--- src/rtl/ioq_dispatch_arbiter.sv ---
// Round-robin dispatch arbiter for in-order issue queues, with a one-cycle read-to-valid pipeline.
// Optional statistics counters are enabled by defining IOQ_ARB_STATS_EN.
module ioq_dispatch_arbiter #(
    parameter int numQueues    = 4,
    parameter int queueSelBits = 2,
    parameter int statsWidth   = 32
) (
    input  logic                    clock_i,
    input  logic                    reset_i,
    input  logic [numQueues-1:0]    qEmpty_i,
    input  logic                    flush_i,
    input  logic                    ready_i,
    output logic [numQueues-1:0]    qRead_o,
    output logic                    dispValid_o,
    output logic [queueSelBits-1:0] dispSel_o,
    output logic [1:0]              state_o
`ifdef IOQ_ARB_STATS_EN
    ,
    output logic [statsWidth-1:0]   grantCount_o,
    output logic [statsWidth-1:0]   stallCount_o
`endif
);

    typedef enum logic [1:0] {
        IDLE   = 2'd0,
        ACTIVE = 2'd1,
        STALL  = 2'd2,
        FLUSH  = 2'd3
    } state_t;

    // Reject configurations whose select width cannot address every queue.
    if (numQueues < 2 || numQueues > 8 || (1 << queueSelBits) < numQueues || statsWidth < 1) begin : g_badConfig
        $error("ioq_dispatch_arbiter: unsupported parameter combination");
    end

    state_t                  r_state;
    logic                    r_dispValid;
    logic [queueSelBits-1:0] r_dispSel;
    logic [queueSelBits-1:0] r_rrPtr;

    logic                    w_grantValid;
    logic [queueSelBits-1:0] w_grantIdx;
    logic [queueSelBits-1:0] w_nextPtr;
    logic                    w_canRead;
    logic                    w_issue;
    logic                    w_accept;
    logic [numQueues-1:0]    w_read;

    function automatic logic [queueSelBits-1:0] wrapIdx(input logic [queueSelBits-1:0] base,
                                                        input int offset);
        int sum;
        sum = int'(base) + offset;
        if (sum >= numQueues) sum = sum - numQueues;
        return queueSelBits'(sum);
    endfunction

    always_comb begin
        w_grantValid = 1'b0;
        w_grantIdx   = '0;
        for (int i = 0; i < numQueues; i++) begin
            if (!w_grantValid && !qEmpty_i[wrapIdx(r_rrPtr, i)]) begin
                w_grantValid = 1'b1;
                w_grantIdx   = wrapIdx(r_rrPtr, i);
            end
        end
    end

    // A read may only launch when the output slot is free or being drained this cycle.
    assign w_canRead = reset_i && !flush_i && (r_state != FLUSH) && (!r_dispValid || ready_i);
    assign w_issue   = w_canRead && w_grantValid;
    assign w_accept  = reset_i && !flush_i && r_dispValid && ready_i;
    assign w_nextPtr = (w_grantIdx == queueSelBits'(numQueues - 1)) ? '0
                                                                    : w_grantIdx + queueSelBits'(1);

    always_comb begin
        w_read = '0;
        if (w_issue) w_read[w_grantIdx] = 1'b1;
    end

    always_ff @(posedge clock_i) begin
        if (!reset_i) begin
            r_state     <= IDLE;
            r_dispValid <= 1'b0;
            r_dispSel   <= '0;
            r_rrPtr     <= '0;
        end else if (flush_i) begin
            r_state     <= FLUSH;
            r_dispValid <= 1'b0;
        end else begin
            if (w_issue) begin
                r_dispSel <= w_grantIdx;
                r_rrPtr   <= w_nextPtr;
            end
            case (r_state)
                IDLE: begin
                    if (w_issue) begin
                        r_state     <= ACTIVE;
                        r_dispValid <= 1'b1;
                    end
                end
                ACTIVE, STALL: begin
                    if (!ready_i) begin
                        r_state <= STALL;
                    end else if (w_issue) begin
                        r_state     <= ACTIVE;
                        r_dispValid <= 1'b1;
                    end else begin
                        r_state     <= IDLE;
                        r_dispValid <= 1'b0;
                    end
                end
                FLUSH: begin
                    r_state     <= IDLE;
                    r_dispValid <= 1'b0;
                end
                default: begin
                    r_state     <= IDLE;
                    r_dispValid <= 1'b0;
                end
            endcase
        end
    end

`ifdef IOQ_ARB_STATS_EN
    logic [statsWidth-1:0] r_grantCount;
    logic [statsWidth-1:0] r_stallCount;

    // Counters wrap naturally; a reset while stalled drops the held dispatch uncounted.
    always_ff @(posedge clock_i) begin
        if (!reset_i) begin
            r_grantCount <= '0;
            r_stallCount <= '0;
        end else begin
            if (w_accept) r_grantCount <= r_grantCount + statsWidth'(1);
            if (r_state == STALL) r_stallCount <= r_stallCount + statsWidth'(1);
        end
    end

    assign grantCount_o = r_grantCount;
    assign stallCount_o = r_stallCount;
`else
    logic w_acceptUnused;
    assign w_acceptUnused = w_accept;
`endif

    assign qRead_o     = w_read;
    assign dispValid_o = r_dispValid;
    assign dispSel_o   = r_dispSel;
    assign state_o     = r_state;

endmodule

--- config.mk ---
export PLATFORM = sky130hd
export DESIGN_NAME = ioq_dispatch_arbiter
export DESIGN_NICKNAME = d
export VERILOG_FILES = /design/src/rtl/ioq_dispatch_arbiter.sv
export SDC_FILE = /design/constraint.sdc
export NUM_CORES = 1
export LEC_CHECK = 0
export ABC_AREA = 1
export CAP_MARGIN = 0
export CORE_MARGIN = 2
export CORE_UTILIZATION = 45
export CTS_CLUSTER_SIZE = 28
export DETAILED_ROUTE_END_ITERATION = 8
export GPL_ROUTABILITY_DRIVEN = 0
export PLACE_DENSITY = 0.84
export SYNTH_ARGS = -nofsm -noshare
export SYNTH_HDL_FRONTEND = slang
export SYNTH_SLANG_ARGS = --single-unit
--- constraint.sdc ---
create_clock -name clock_i -period 5.2 [get_ports clock_i]
set_input_delay 0.78 -clock clock_i [delete_from_list [all_inputs] [get_ports clock_i]]
set_output_delay 0.78 -clock clock_i [all_outputs]
set_load 0.02 [all_outputs]
==> results of run 1 <==
## cells by family after synthesis
kind of cell,synth area share
simple gates,0.438
buf+inv,0.157
compound gates,0.0978
fa+ha+maj,0.118
flops,0.189
## worst max-delay path: cells and delay by family
kind,cells,cell delay [ns]
compound gates,1,0.25
fa+ha+maj,1,0.20
simple gates,7,0.77
buf+inv,4,1.16
## metal layers
metal  track usage  routed length (um)
met4         0.127                  46
met3        0.0204                  87
met5             0                   0
met2         0.328                 835
met1         0.235                 686
## state kept, by name (all words and copies together), names as in the netlist
| name | cells |
|---|---|
| dispSel_o | 2 |
| r_rrPtr | 2 |
| state_o | 2 |
| dispValid_o | 1 |
## cell usage in the layout (no fill, tap or decap)
cell type / instances
nand2_4: 3
inv_2: 1
nor2_1: 13
inv_1: 21
o21ai_0: 4
inv_8: 1
clkdlybuf4s50_1: 16
ha_1: 7
nand3_1: 10
a21oi_2: 1
nor3_1: 1
nand2_1: 29
a21oi_1: 7
nand2_2: 6
clkbuf_4: 3
nand4_2: 1
nand3_2: 1
nor2_2: 1
dfxtp_1: 7
and2_1: 1
or2_2: 1
clkbuf_1: 1
o21ai_2: 1
## cell type report
cell class	count	area, sq um
inverters	23	93.8
well taps	16	20.0
repair buffers	16	160
multi-input cells	87	485
clock buffers	4	26.3
flip-flops and latches	7	140
fillers	145	598
## power breakdown
part / leakage (nW) / internal (W) / switching, W / total (W)
logic: 0.408 / 0.0000569 / 0.0000884 / 0.000145
clock network: 0.0150 / 0.0000293 / 0.0000207 / 0.0000501
registers: 0.0578 / 0.0000600 / 0.00000866 / 0.0000687
## final timing paths
kind,start,end,slack (ns)
max,qEmpty_i[3],qRead_o[1],1.24
min,dispSel_o[0]$_SDFFE_PN0P_,dispSel_o[0]$_SDFFE_PN0P_,0.50
max reg2reg,r_rrPtr[0]$_SDFFE_PN0P_,r_rrPtr[1]$_SDFFE_PN0P_,2.87
min reg2reg,dispSel_o[0]$_SDFFE_PN0P_,dispSel_o[0]$_SDFFE_PN0P_,0.50
## through the flow
step | setup WS [ns] | utilization | hold slack, ns | power [W] | cell area, sq um
2_1_floorplan | 2.36 | - | 0.544 | 0.000175 | 742
3_3_place_gp | 1.33 | 0.590 | 0.467 | 0.000207 | 900
6_report | 1.24 | 0.608 | 0.499 | 0.000264 | 926
4_1_cts | 1.25 | 0.608 | 0.501 | 0.000265 | 926
3_5_place_dp | 1.26 | 0.590 | 0.479 | 0.000213 | 900
5_1_grt | 1.00 | 0.608 | 0.516 | 0.000288 | 926
==> run_results.csv, run 1 <==
group,metric,value,unit
outcome,status,"finished clean",
setup_path,setup.worst_path.end_class,"primary output",
detailed_routing,wl_per_cell,10.8,um
logic_synthesis,synth-main-ff-cell,"dfxtp_1",
flow_run,cap_violations,0,
clocking,path_clk_slew,0.05,ns
timing,skew,0.00647,ns
logic_synthesis,yosysMostFrequentCell,"nand2_1",
clocking,clock_sinks,7,
detailed_routing,ant_nets,0,
global_routing,globalRouteTotalUtil,0.196,
global_routing,antenna_found_initial,0,
detailed_routing,drc_errors,0,
die,row_count,14,
timing,tightest_slew,0.424,ns
clocking,postCtsSetupBuffers,0,
die,die_area,0.00199,sq mm
layout,drive_gt1_frac,0.146,
layout,layout.cells.non_filler,153,
setup_path,crit_arrival,3.18,ns
logic_synthesis,synth_common_cells,"nand2_1, inv_1, nor2_1, nand3_1",
logic_synthesis,syn-num-nets,134,
setup_path,crit_path_start_kind,"primary input",
logic_synthesis,yosys.area.top_type,"dfxtp_1",
clocking,post_cts_resized,0,
die,fp.dieW,44.6,um
global_routing,grt_pass1_vias,702,
layout,diodes,0,
logic_synthesis,synth_edf_count,0,
global_routing,grt_max_degree,14,
detailed_routing,vias_per_cell,5.10,
logic_synthesis,synthArstFlopShare,0,
logic_synthesis,synth.distinct_cells,21,
logic_synthesis,ys_ff_latch,7,
die,start_util,0.487,
setup_path,slowest_delay,0.61,ns
placed_design,dp_cells,149,
timing,fmax,252,MHz
detailed_routing,routed-via-count,780,
clocking,cts_buffers,3,
clocking,root_buffer,"clkbuf_4",
layout,area_growth,24.8,%
detailed_routing,drt_wl_total,1660,um
setup_path,crit_type,"primary input to primary output",
timing,maxSlewViolCount,0,
placed_design,dp_hpwl,1270,um
logic_synthesis,yosysWarnings,0,
setup_path,ff2ff_path_depth,12,
clocking,clkLatencyLatePin,0.25,ns
layout,layout.nets,153,
timing,setup_viol,0,
logic_synthesis,synth_area_leaders,"dfxtp_1, nand2_1, ha_1",
power_and_ir_drop,p_leak,0.481,nW
timing,relSlewSlack,0.717,
logic_synthesis,synth.avg_cell_area,6.23,sq um
clocking,postCtsHoldBufs,0,
timing,rsz0062_at_grt,"false",
timing,hold_viol_final,0,
logic_synthesis,synth_top_area_share,0.189,
detailed_routing,dr.first_iter.drc_count,15,
power_and_ir_drop,ir_worst_vdd,0.000159,V
hold_path,holdPathStages,2,
hold_path,hp-class,"register to register",
global_routing,grt-ovfl-total,0,
setup_path,worst-endpoint-required,4.42,ns
logic_synthesis,syn_area,742,sq um
die,dieHeight,44.6,um
global_routing,grt_pass1_wl,2880,um
detailed_routing,dr.pass1.iters,4,
setup_path,crit_top_cell,"nand2_1",
setup_path,worst-path-max-fanout,4,
placed_design,io_buffers,16,
setup_path,cp_slowest_cell,"clkdlybuf4s50_1",
setup_path,crit_chain,"clkdlybuf4s50_1 -> inv_1 -> nand2_1 -> nand3_1 -> nand2_1 -> nand2_1 -> nor2_2 -> nand3_1 -> o21ai_2 -> ha_1 -> inv_1 -> nor2_1 -> clkdlybuf4s50_1",
logic_synthesis,seq_area_frac_synth,0.189,
die,core,0.00152,sq mm
die,ios,17,
timing,tns,0,ns
timing,period_share,0.762,
clocking,cts_buffer_depth,2,
timing,period_minus_slack,3.96,ns
logic_synthesis,post_synth_inst_count,119,
clocking,htreeDepth,1,
clocking,cts_tree,"done",
power_and_ir_drop,power.density,285,mW/mm^2
Power figures use the tool's default switching activity.
==> run 2: changes to the inputs <==
CORE_UTILIZATION = 44   (was 45)
PLACE_DENSITY = 0.85   (was 0.84)
clock period = 3.6 ns   (was 5.2 ns; I/O delays follow)
==> run 2 against run 1 <==
  * Sequential cell count unchanged
  * Clock power increased by 41%
  * Core utilization increased by 0.45 points
  * Sequential share of layout area decreased by 0.28 points
  * Critical path depth unchanged
  * Non-clock buffer count unchanged
  * First-iteration DRC count decreased by 47%
  * Power increased by 43%
  * Critical path type unchanged
  * Critical endpoint unchanged
  * Highest routed layer unchanged
==> run_results.csv, run 2 (synthesized netlist as in run 1, its figures left out) <==
group,metric,value,unit
outcome,status,"finished clean",
setup_path,crit_top_cell,"nand2_1",
clocking,cts_buffer_depth,2,
clocking,clock_sinks,7,
die,fp.dieW,45.1,um
layout,nFillCells,160,
layout,area_growth,27.2,%
detailed_routing,dr.first_iter.drc_count,8,
global_routing,globalRouteTotalUtil,0.162,
timing,tightest_slew,0.444,ns
power_and_ir_drop,swShare,0.440,
clocking,cts_buffers,3,
setup_path,crit_buf_inv,4,
layout,layout.nets,153,
power_and_ir_drop,power.density,402,mW/mm^2
clocking,postCtsHoldBufs,0,
setup_path,setup.worst_path.end_class,"primary output",
timing,hold_ws,0.475,ns
timing,period_minus_slack,3.41,ns
detailed_routing,dr.pass1.iters,4,
setup_path,slowest_delay,0.61,ns
die,die_area,0.00203,sq mm
layout,layout_commonest_cell,"nand2_1",
placed_design,place_area,900,sq um
setup_path,cp_slowest_cell,"clkdlybuf4s50_1",
clocking,cts_tree,"done",
timing,period_share,0.947,
timing,rsz0062_at_grt,"false",
power_and_ir_drop,p_seq_frac,0.262,
placed_design,io_buffers,16,
die,core,0.00154,sq mm
clocking,clkLatencyLatePin,0.26,ns
clocking,post_cts_resized,0,
detailed_routing,routed-via-count,737,
clocking,path_clk_slew,0.05,ns
flow_run,cap_violations,0,
setup_path,ff2ff_path_depth,12,
placed_design,dp_hpwl,1250,um
layout,drive_gt1_frac,0.153,
layout,diodes,0,
clocking,postCtsSetupBuffers,0,
detailed_routing,wl_per_cell,9.71,um
power_and_ir_drop,ir_worst_vdd,0.000261,V
layout,layout_common_cells,"nand2_1, inv_1, clkdlybuf4s50_1, nor2_1, nand3_1",
global_routing,grt_pass1_wl,2460,um
global_routing,grt_pass1_vias,637,
setup_path,worst-endpoint-required,3.06,ns
die,ios,17,
power_and_ir_drop,switching_power,0.000167,W
timing,hold_viol_final,0,
timing,setup_slack,0.192,ns
setup_path,crit_type,"primary input to primary output",
power_and_ir_drop,p_leak,0.535,nW
setup_path,critical_path_depth,13,
timing,skew,0.00718,ns
setup_path,crit_chain,"clkdlybuf4s50_1 -> inv_1 -> nand2_1 -> nand3_1 -> nand2_1 -> nand2_1 -> nor2_2 -> nand3_1 -> o21ai_4 -> ha_1 -> inv_1 -> nor2_1 -> clkdlybuf4s50_1",
die,start_util,0.481,
placed_design,dpl_worst_slack,0.150,ns
detailed_routing,drc_errors,0,
hold_path,holdPathStages,2,
timing,setup_viol,0,
detailed_routing,ant_nets,0,
timing,maxSlewViolCount,0,
clocking,root_buffer,"clkbuf_4",
setup_path,path_delay_family,"buffers and inverters",
timing,fmax,293,MHz
setup_path,crit_path_start_kind,"primary input",
detailed_routing,drt_wl_total,1490,um
power_and_ir_drop,combPwrFrac,0.551,
global_routing,antenna_found_initial,0,
setup_path,crit_arrival,2.87,ns
die,row_count,14,
timing,tns,0,ns
hold_path,hp-class,"register to register",
detailed_routing,vias_per_cell,4.82,
global_routing,grt-ovfl-total,0,
die,dieHeight,45.1,um
layout,fin_area,943,sq um
clocking,htreeDepth,1,
setup_path,worst-path-max-fanout,4,
global_routing,grt_max_degree,14,
timing,relSlewSlack,0.704,
power_and_ir_drop,pwr-share-clk,0.187,
power_and_ir_drop,p_int,0.000212,W
run 2: cell count changes in the layout (fill, tap and decap cells not counted):
cell             delta
dlymetal6s2s_1      +3
o21ai_4             +1
nor2_2              +1
nor2_1              -1
o21ai_2             -1
clkdlybuf4s50_1     -3
run 2: worst paths after layout:
check | from | to | slack [ns]
worst max-delay path | qEmpty_i[3] | qRead_o[1] | 0.19
worst min-delay path | dispValid_o$_SDFFE_PP0P_ | dispValid_o$_SDFFE_PP0P_ | 0.48
worst max register to register | r_rrPtr[0]$_SDFFE_PN0P_ | r_rrPtr[1]$_SDFFE_PN0P_ | 1.31
worst min register to register | dispValid_o$_SDFFE_PP0P_ | dispValid_o$_SDFFE_PP0P_ | 0.48
run 2: area by class of cell:
| type | instances | area, sq um | area share |
|---|---|---|---|
| Clock buffer | 4 | 26.3 | 0.0279 |
| Tap cell | 16 | 20.0 | 0.0212 |
| Inverter | 23 | 93.8 | 0.0995 |
| Multi-Input combinational cell | 87 | 495 | 0.525 |
| Timing Repair Buffer | 16 | 168 | 0.178 |
| Sequential cell | 7 | 140 | 0.149 |
run 2: per-layer routing:
metal / up-vias / share of wire / GRT usage
li1: 401 / - / -
met4: 0 / 0.020 / 0.0882
met1: 324 / 0.46 / 0.179
met3: 2 / 0.022 / 0
met2: 10 / 0.50 / 0.309
met5: - / 0 / 0
run 2: power by group through the flow:
stage	clock network, W	logic (W)	registers (W)
floorplan	0	0.000150	0.000102
global placement	0	0.000199	0.000100
detailed placement	0	0.000205	0.000101
CTS	0.0000741	0.000206	0.0000992
global route	0.0000777	0.000234	0.000100
finish	0.0000707	0.000209	0.0000993
run 2: metrics by stage:
stage / power, W / instances / utilization
finish: 0.000379 / 153 / 0.612
global route: 0.000412 / 153 / 0.612
CTS: 0.000380 / 153 / 0.601
detailed placement: 0.000306 / 149 / 0.584
global placement: 0.000299 / 149 / 0.584
floorplan: 0.000253 / 119 / -
run 2: worst reg2reg max path: stages, from the launching register on:
cell and delay, ns:
dfxtp_1 0.59, nand2_1 0.16, nand2_4 0.14, nand2_2 0.06, nand2_2 0.10, nand2_1 0.07, nor2_2 0.11, nand3_1 0.15
o21ai_4 0.21, inv_1 0.08, ha_1 0.28, o21ai_0 0.16, a21oi_1 0.06
==> run 3: changes to the inputs <==
HOLD_SLACK_MARGIN = 0.15   (was not set)
==> results of run 3 <==
Final layout, timing and power as in run 2 (identical DEF).
